==> config.mk <==
export PLATFORM = sky130hd
export DESIGN_NAME = load_store_unit
export DESIGN_NICKNAME = d
export VERILOG_FILES = /design/src/rtl/load_store_unit.sv
export SDC_FILE = /design/constraint.sdc
export NUM_CORES = 1
export LEC_CHECK = 0
export ABC_AREA = 1
export CAP_MARGIN = 40
export CORE_MARGIN = 1.5
export CORE_UTILIZATION = 50
export DETAILED_ROUTE_END_ITERATION = 8
export PLACE_DENSITY = 0.91
export SYNTH_ARGS = -nofsm -noshare
export SYNTH_HDL_FRONTEND = slang
export SYNTH_SLANG_ARGS = --single-unit
==> constraint.sdc <==
create_clock -name clk -period 8.2 [get_ports clk]
set_input_delay 1.23 -clock clk [delete_from_list [all_inputs] [get_ports clk]]
set_output_delay 1.23 -clock clk [all_outputs]
set_load 0.01 [all_outputs]
==> src/rtl/load_store_unit.sv <==
// Purpose : load/store front end for a byte-addressed, big-endian 32-bit data memory.
// Latency : request accepted at edge N drives memory in cycle N..N+1; response valid after edge N+1.
// Backpr. : req_ready only in IDLE; response held stable in RESP until resp_ready.
//
// Optional feature macro: MISALIGN_TRAP_EN (fault on misaligned half/word accesses).
//
// Ports:
//   clk, rst_n                      clock, async active-low reset
//   req_valid/req_ready             request handshake
//   req_we, req_size, req_unsigned  store flag, size (00 b, 01 h, 10 w, 11 illegal), zero-extend flag
//   req_addr, req_wdata             byte address, right-aligned store data
//   resp_valid/resp_ready           response handshake
//   resp_rdata, resp_fault          extended load data (0 for stores/faults), fault flag
//   mem_address, mem_mask           byte address, byte-lane overwrite mask (lane 0 = [31:24])
//   mem_wf, mem_w, mem_v            write flag, write data, combinational read data
module load_store_unit #(
  parameter int M = 10
) (
  input  logic          clk,
  input  logic          rst_n,
  input  logic          req_valid,
  output logic          req_ready,
  input  logic          req_we,
  input  logic [1:0]    req_size,
  input  logic          req_unsigned,
  input  logic [31:0]   req_addr,
  input  logic [31:0]   req_wdata,
  output logic          resp_valid,
  input  logic          resp_ready,
  output logic [31:0]   resp_rdata,
  output logic          resp_fault,
  output logic [M+1:0]  mem_address,
  output logic [31:0]   mem_mask,
  output logic          mem_wf,
  output logic [31:0]   mem_w,
  input  logic [31:0]   mem_v
);

  typedef enum logic [1:0] {
    IDLE   = 2'b00,
    ACCESS = 2'b01,
    RESP   = 2'b10
  } state_t;

  localparam logic [32:0] MEM_BYTES = 33'd4 << M;

  state_t       state, state_nxt;

  logic         we_q;
  logic [1:0]   size_q;
  logic         uns_q;
  logic [31:0]  addr_q;
  logic [31:0]  wdata_q;

  logic         in_access;
  logic [32:0]  nbytes;
  logic [32:0]  end_addr;
  logic         range_fault;
  logic         misalign_fault;
  logic         fault;
  logic [31:0]  lane_mask;
  logic [31:0]  lane_w;
  logic [31:0]  load_ext;

  // ---------------- state register ----------------
  always_ff @(posedge clk or negedge rst_n) begin
    if (!rst_n) begin
      state <= IDLE;
    end else begin
      state <= state_nxt;
    end
  end

  always_comb begin
    state_nxt = state;
    case (state)
      IDLE:    if (req_valid) state_nxt = ACCESS;
      ACCESS:  state_nxt = RESP;
      RESP:    if (resp_ready) state_nxt = IDLE;
      default: state_nxt = IDLE;
    endcase
  end

  assign req_ready  = (state == IDLE);
  assign resp_valid = (state == RESP);
  assign in_access  = (state == ACCESS);

  // ---------------- request capture ----------------
  always_ff @(posedge clk or negedge rst_n) begin
    if (!rst_n) begin
      we_q    <= 1'b0;
      size_q  <= 2'b00;
      uns_q   <= 1'b0;
      addr_q  <= '0;
      wdata_q <= '0;
    end else if (req_valid && req_ready) begin
      we_q    <= req_we;
      size_q  <= req_size;
      uns_q   <= req_unsigned;
      addr_q  <= req_addr;
      wdata_q <= req_wdata;
    end
  end

  // ---------------- fault decode ----------------
  always_comb begin
    nbytes = 33'd0;
    case (size_q)
      2'b00:   nbytes = 33'd1;
      2'b01:   nbytes = 33'd2;
      2'b10:   nbytes = 33'd4;
      default: nbytes = 33'd0;
    endcase
  end

  // 33-bit sum so an access near 2^32 cannot wrap back into range.
  assign end_addr    = {1'b0, addr_q} + nbytes;
  assign range_fault = (end_addr > MEM_BYTES);

`ifdef MISALIGN_TRAP_EN
  assign misalign_fault = ((size_q == 2'b01) && addr_q[0]) ||
                          ((size_q == 2'b10) && (addr_q[1:0] != 2'b00));
`else
  assign misalign_fault = 1'b0;
`endif

  assign fault = (size_q == 2'b11) || range_fault || misalign_fault;

  // ---------------- memory port (decoded from state) ----------------
  always_comb begin
    lane_mask = 32'h0;
    lane_w    = 32'h0;
    case (size_q)
      2'b00: begin
        lane_mask = 32'hFF00_0000;
        lane_w    = {wdata_q[7:0], 24'h0};
      end
      2'b01: begin
        lane_mask = 32'hFFFF_0000;
        lane_w    = {wdata_q[15:0], 16'h0};
      end
      2'b10: begin
        lane_mask = 32'hFFFF_FFFF;
        lane_w    = wdata_q;
      end
      default: begin
        lane_mask = 32'h0;
        lane_w    = 32'h0;
      end
    endcase
  end

  // Purely combinational from state so a reset in ACCESS kills the write at once.
  assign mem_address = in_access ? addr_q[M+1:0] : '0;
  assign mem_mask    = (in_access && !fault) ? lane_mask : 32'h0;
  assign mem_w       = (in_access && !fault) ? lane_w : 32'h0;
  assign mem_wf      = in_access && we_q && !fault;

  // ---------------- load extraction ----------------
  // The addressed byte always arrives in [31:24], so extraction is from the top.
  always_comb begin
    load_ext = 32'h0;
    case (size_q)
      2'b00:   load_ext = {{24{!uns_q && mem_v[31]}}, mem_v[31:24]};
      2'b01:   load_ext = {{16{!uns_q && mem_v[31]}}, mem_v[31:16]};
      2'b10:   load_ext = mem_v;
      default: load_ext = 32'h0;
    endcase
  end

  // ---------------- response registers ----------------
  always_ff @(posedge clk or negedge rst_n) begin
    if (!rst_n) begin
      resp_rdata <= 32'h0;
      resp_fault <= 1'b0;
    end else if (in_access) begin
      resp_rdata <= (fault || we_q) ? 32'h0 : load_ext;
      resp_fault <= fault;
    end
  end

endmodule

# --- Word-level counts from Yosys, hierarchy flattened ---
# Cells that the tools add are included.
word_totals:
  inputBits: 104
  out_inout_bits: 112
  ff_bits: 103
classes:
  n_eq_ne: 7
  n_lt_le_gt_ge: 1
  addsub: 1
  n_mux: 11
  reduce_logical: 12
op_table:
  columns: ["op", "count"]
  rows:
  - ["one-hot mux 32 bit (3 select lines)", 3]
  - ["2-to-1 mux 32 bit", 3]
  - ["adder 32 x 33 -> 33 bit", 1]
  - ["> comparator 33 x 13 -> 1 bit, second input constant", 1]
  - ["2-to-1 mux 12 bit", 1]
  - ["one-hot mux 3 bit (3 select lines)", 1]
  - ["== test 2 bit, second input constant", 3]
  - ["one-hot mux 2 bit (3 select lines)", 1]
  - ["logical AND 1 bit", 5]
  - ["== test 2 x 1 -> 1 bit, second input constant", 2]
  - ["zero test 2 bit", 2]
  - ["2-to-1 mux 2 bit", 2]
  - ["zero test 1 bit", 2]
  - ["logical OR 1 bit", 2]
  - ["!= test 2 x 1 -> 1 bit, second input constant", 1]
  - ["!= test 2 bit, second input constant", 1]
  - ["AND reduction 2 bit", 1]

# --- Logic depth before layout (Yosys ltp) ---
depth:
  word_depth: 8
  mapped_depth: 22

# --- Least setup slack after synthesis ---
# Ideal clock, no wire load.
synth_timing:
  path_kind: "flip-flop to output port"
  from: "reg size_q[0]"
  to: "out mem_mask[17]"
  setup_slack_ps: 4007
  path_stages_with_launch: 20
  arrival_time_ps: 2963
  required_ps: 6970
  path_cell_list: "dfrtp_1 inv_1 ha_1 ha_1 fa_1 nand2_1 inv_1 nand2_2 nand2_2 buf_6 nand3b_1 nand2_1 nand3b_1 nor2_1 nand2_2 nor2_8 nand3_4 buf_6 nor2_2 buf_4"
synth_via:
  elab_chain_len: 8
  elab_cells_between_ends: 12
  cone_classes: "add/sub: 1; order compare: 1; eq/ne: 3; mux: 3; reduce/logical: 4"
synth_lines:
  columns: ["item", "line_no", "source"]
  rows:
  - ["start, declared", "50", "logic [1:0] size_q;"]
  - ["start signal, assigned", "98", "size_q <= req_size;"]
  - ["== test 2 bit (tied with other cells)", "108, 133", null]
  - ["one-hot mux 3 bit (3 select lines)", "108", "case (size_q)"]
  - ["adder 32 x 33 -> 33 bit", "117", "assign end_addr = {1'b0, addr_q} + nbytes;"]
  - ["> comparator 33 x 13 -> 1 bit", "118", "assign range_fault = (end_addr > MEM_BYTES);"]
  - ["logical OR 1 bit", "127", "assign fault = (size_q == 2'b11) || range_fault || misalign_fault;"]
  - ["zero test 1 bit", "155", "assign mem_mask = (in_access && !fault) ? lane_mask : 32'h0;"]
  - ["logical AND 1 bit", "155", null]
  - ["2-to-1 mux 32 bit (*)", "155", null]
  - ["end, declared", "33", "output logic [31:0] mem_mask,"]
# Every way passes the cells marked *; elsewhere a longest branch is shown, timed or not.

# --- Final worst setup path ---
layout_timing:
  from: "reg size_q[1]"
  to: "out mem_mask[19]"
# The elaborated chain is that of the path after synthesis.

==> results by stage <==
Timing:
- Setup repair after global routing left no endpoint under its margin.
- The final hold violation count was 0.
- The setup TNS is 0 ns.
- The transition time of the tightest slew-check pin is between 0.9 and 1 ns.
- Setup violations remaining at the end of the flow were counted as 0.
- Clock skew on the completed layout was measured at 0.01037 ns.
- The maximum clock rate is 168.0 MHz.
- The final period utilization is 0.7260.
- In this run the tightest slew margin relative to its limit is 0.3864.
- The worst path needs approximately 6 ns of the cycle, external delays included.
- The worst hold slack after final layout is between 0.4 and 0.5 ns.
- The count of pins over their slew limit came to 0.

Die:
- The core region is around 13000 um^2.
- In this run the core area contains 41 standard-cell rows.
- From bottom edge to top edge, the die measures 115.9 um.
- The area of the die is 13440 um^2.
- Measured along the x axis, the die boundary spans around 120 um.
- The total I/O pin count is about 220.
- The initial utilization of the core area, before any placement, comes to 0.5094.

Synth:
- The synthesized flop and latch total is just over 100.
- The largest family of logic cells by synthesized area is simple AND/OR/NAND/NOR gates.
- The post-synthesis compound-gate area fraction is 0.09517.
- Of the total synthesized cell area, the portion taken by XOR and XNOR cells is 0.009615.
- Measured against the total synthesized area, the mux share comes to 0.
- The post-synthesis cell area is between 6000 and 7000 um^2.
- The proportion of synthesized chip area in sequential cells is 0.4042.
- The count of yosys warnings during synthesis is 0.
- Among all flip-flop cells after synthesis, the most frequent one is sky130_fd_sc_hd__dfrtp_1.
- The share of flip-flops with an asynchronous set or reset is 1.000.
- The mean cell area of the mapped netlist is about 7 um^2.
- The cell count after synthesis is roughly 900.
- In this run, synthesis inferred 0 flip-flops with an integrated enable.
- The number of different library cells in the post-synthesis netlist is 37.
- The total nets after synthesis is approximately 1000.
- Of the total synthesized cell area, the portion taken by full adders, half adders and majority gates is 0.01884.
- Of the total synthesized cell area, the portion taken by AND, OR, NAND and NOR gates is 0.3556.

Clock tree:
- The post-cts gate resize count is 0.
- The clock buffer count from CTS is 9.
- The source-to-sink clock delay at the later pin of the worst-skew pair is 0.37 ns.
- Clock tree synthesis selected as its root buffer the cell sky130_fd_sc_hd__clkbuf_16.
- The post-cts hold buffer count is 0.
- Clock tree synthesis found a total of slightly above 100 sinks.
- The H-tree generated during clock tree synthesis spans 3 levels.
- The largest buffer count on any clock path is 2.
- TritonCTS built the clock tree.
- The clock-pin slew on the worst setup and hold paths is around 0.08 ns.
- The post-CTS repair timing setup buffer count is 0.

Worst hold path:
- The cell count of the worst hold path is 2.
- In this run the worst hold path is classified as reg -> reg.

Finish:
- Registers take 2577 um^2.
- The number of antenna repair diodes is 0.
- The layout has just over 1000 filler cells.
- Leaving out fill and tap cells, the most frequent cell in the layout is sky130_fd_sc_hd__nand2_1.
- Summing all multi-input logic gate instances after layout gives between 3000 and 4000 um^2.
- The library cells used most frequently in the layout, excluding fill and tap cells, are sky130_fd_sc_hd__nand2_1 (328), sky130_fd_sc_hd__clkdlybuf4s50_1 (214), sky130_fd_sc_hd__dfrtp_1 (103).
- Of the cells placed in the final design, the portion with a size suffix greater than 1 is 0.05597.
- The net count of the finished layout is between 1000 and 1500.
- The area growth from synthesis to layout is 35.99%.

Global route:
- The number of antenna violations at the first check in global routing is 0.
- The routing usage on met1 is 0.3638.
- The busiest layer in global routing is met2.
- The remaining global-route overflow is 0.
- The via count of the first global-routing pass is between 6000 and 7000.
- For met3 alone, demand over resource in global routing was 0.07374.
- For this run, the total global-route usage over all layers was measured as 0.2956.
- For this run, global-route usage on met2 was measured as 0.4910.
- The maximum number of pins on one net before global-route repair is 69.
- The first global-routing pass estimated 30730 um of wire.

Pwr:
- The clock group share of total power is 0.189.
- Of the total power, the share spent switching nets is 0.4593.
- Summed over all nets, the switching power comes to between 1000 and 1500 uW.
- The internal power is 1248 uW.
- IR analysis of the VDD net gives a maximum drop of between 150 and 200 uV.
- The power share of the combinational group is 0.447.
- The share of total power dissipated in sequential elements is 0.364.
- For this design the static power due to leakage is between 0.003 and 0.004 uW.
- The ratio of total power to cell area is roughly 270 nW/um^2.

Drt:
- In this run the remaining antenna-violating nets after routing total 0.
- Dividing the detail-routed wire length by the instance count gives 15.57 um.
- The sum of routed wire length over all layers is between 15000 and 20000 um.
- In the routed layout, each cell is associated on average with a via count of 5.334.
- The count of routing violations after the opening detailed-route iteration is ~560.
- For this run, the detailed router's first-pass iteration total came to 6.
- The via count of the routed design is between 6000 and 7000.
- The post-route DRC violation count is 0.

Place:
- Summed over all nets, the half-perimeter wirelength after detailed placement is approximately 14000 um.
- The congestion estimate from routability-driven global placement came to around 0.99.
- The count of port buffers added during placement is ~220.

Critical path:
- The critical path data required time is between 6 and 7 ns.
- The worst register-to-register path has a depth of 13.
- The kind of start point of the critical path is a flop.
- The data arrival time of the worst path is 4.72 ns.
- STA classifies the critical path endpoint as an output port.
- Along the worst path, the maximum fanout reaches 35.
- The worst setup path is of the reg -> out kind.
- The worst-case register-to-register setup slack is between 4 and 5 ns.

Run status:
- The flow ran to the end, and the final reports show no timing, DRC or antenna violations.

Flow run:
- The number of maximum-capacitance constraint violations is 0.
==> cell usage after synthesis (9+ instances only) <==
| master | instances | area share |
|---|---|---|
| sky130_fd_sc_hd__buf_4 | 30 | 0.035 |
| sky130_fd_sc_hd__a21oi_1 | 36 | 0.028 |
| sky130_fd_sc_hd__nand3_1 | 26 | 0.020 |
| sky130_fd_sc_hd__dfrtp_1 | 103 | 0.40 |
| sky130_fd_sc_hd__clkbuf_1 | 29 | 0.017 |
| sky130_fd_sc_hd__o21ai_0 | 53 | 0.042 |
| sky130_fd_sc_hd__nor2_1 | 82 | 0.048 |
| sky130_fd_sc_hd__buf_2 | 9 | 0.0071 |
| sky130_fd_sc_hd__inv_1 | 77 | 0.045 |
| sky130_fd_sc_hd__nand2_1 | 328 | 0.19 |
| sky130_fd_sc_hd__nor2_2 | 17 | 0.017 |
| sky130_fd_sc_hd__nand4_1 | 46 | 0.045 |
==> critical path: stages (launching register included) <==
cell and delay (ns):
sky130_fd_sc_hd__dfrtp_1 0.42, sky130_fd_sc_hd__inv_1 0.14, sky130_fd_sc_hd__ha_1 0.16, sky130_fd_sc_hd__buf_4 0.30, sky130_fd_sc_hd__fa_1 0.46, sky130_fd_sc_hd__or2_2 0.30, sky130_fd_sc_hd__nor2_1 0.16, sky130_fd_sc_hd__o21ai_0 0.13
sky130_fd_sc_hd__nor2_1 0.10, sky130_fd_sc_hd__nand3_1 0.11, sky130_fd_sc_hd__o21bai_4 0.68, sky130_fd_sc_hd__nand3_4 0.39, sky130_fd_sc_hd__nor2_2 0.37, sky130_fd_sc_hd__clkdlybuf4s50_1 0.61
==> flip-flops by register name, summed over array words and instances, names as in the netlist <==
signal      cells
state           2
wdata_q        32
size_q          2
addr_q         32
uns_q           1
resp_fault      1
resp_rdata     32
we_q            1
==> cell type report <==
| cell class | instances | share of cell area |
|---|---|---|
| multi-input combinational | 648 | 0.3524 |
| clock inverter | 6 | 0.006782 |
| clock buffer | 10 | 0.02756 |
| inverter | 84 | 0.03636 |
| tap | 172 | 0.02482 |
| sequential | 103 | 0.2973 |
| timing repair buffer | 221 | 0.2548 |
==> kinds of logic after synthesis <==
group	count (synthesis)
AOI/OAI and AO/OA	109
xor gates and xnor gates	7
adders and majority gates	9
buffers and inverters	157
DFF	103
and+or+nand+nor	523
==> power groups by stage <==
stage,Sequential [uW],Clock [uW],Combinational (uW)
finish,839,436,1030
global route,860,464,1160
CTS,833,442,1030
detailed placement,840,0,1020
global placement,839,0,977
floorplan,779,0,738
==> path summary, 6_finish.rpt <==
check	to	start
min in group asynchronous	resp_rdata[9]	rst_n
hold / removal	resp_rdata[11]	resp_rdata[11]
hold reg to reg	resp_rdata[11]	resp_rdata[11]
setup reg to reg	resp_fault	size_q[1]
max in group asynchronous	addr_q[26]	rst_n
setup / recovery	mem_mask[19]	size_q[1]
==> stage by stage <==
stage	util	setup WS (ns)	instance area [um^2]	cells	power, uW
6_report	0.6927	2.247	8671	1244	2307
5_1_grt	0.6927	1.827	8671	1244	2479
4_1_cts	0.6927	2.287	8671	1244	2301
3_5_place_dp	0.6689	2.697	8373	1228	1858
3_3_place_gp	0.6659	2.596	8335	1225	1815
2_1_floorplan	-	4.007	6376	908	1517
==> metal layers <==
metal,share of wire,routed length [um],vias to the layer above
met1,0.40,7673,3065
met2,0.47,9193,327
met4,0.041,796,0
li1,-,-,3181
met5,0,0,-
met3,0.088,1702,63
No activity file was read; power rests on OpenSTA's default activity.
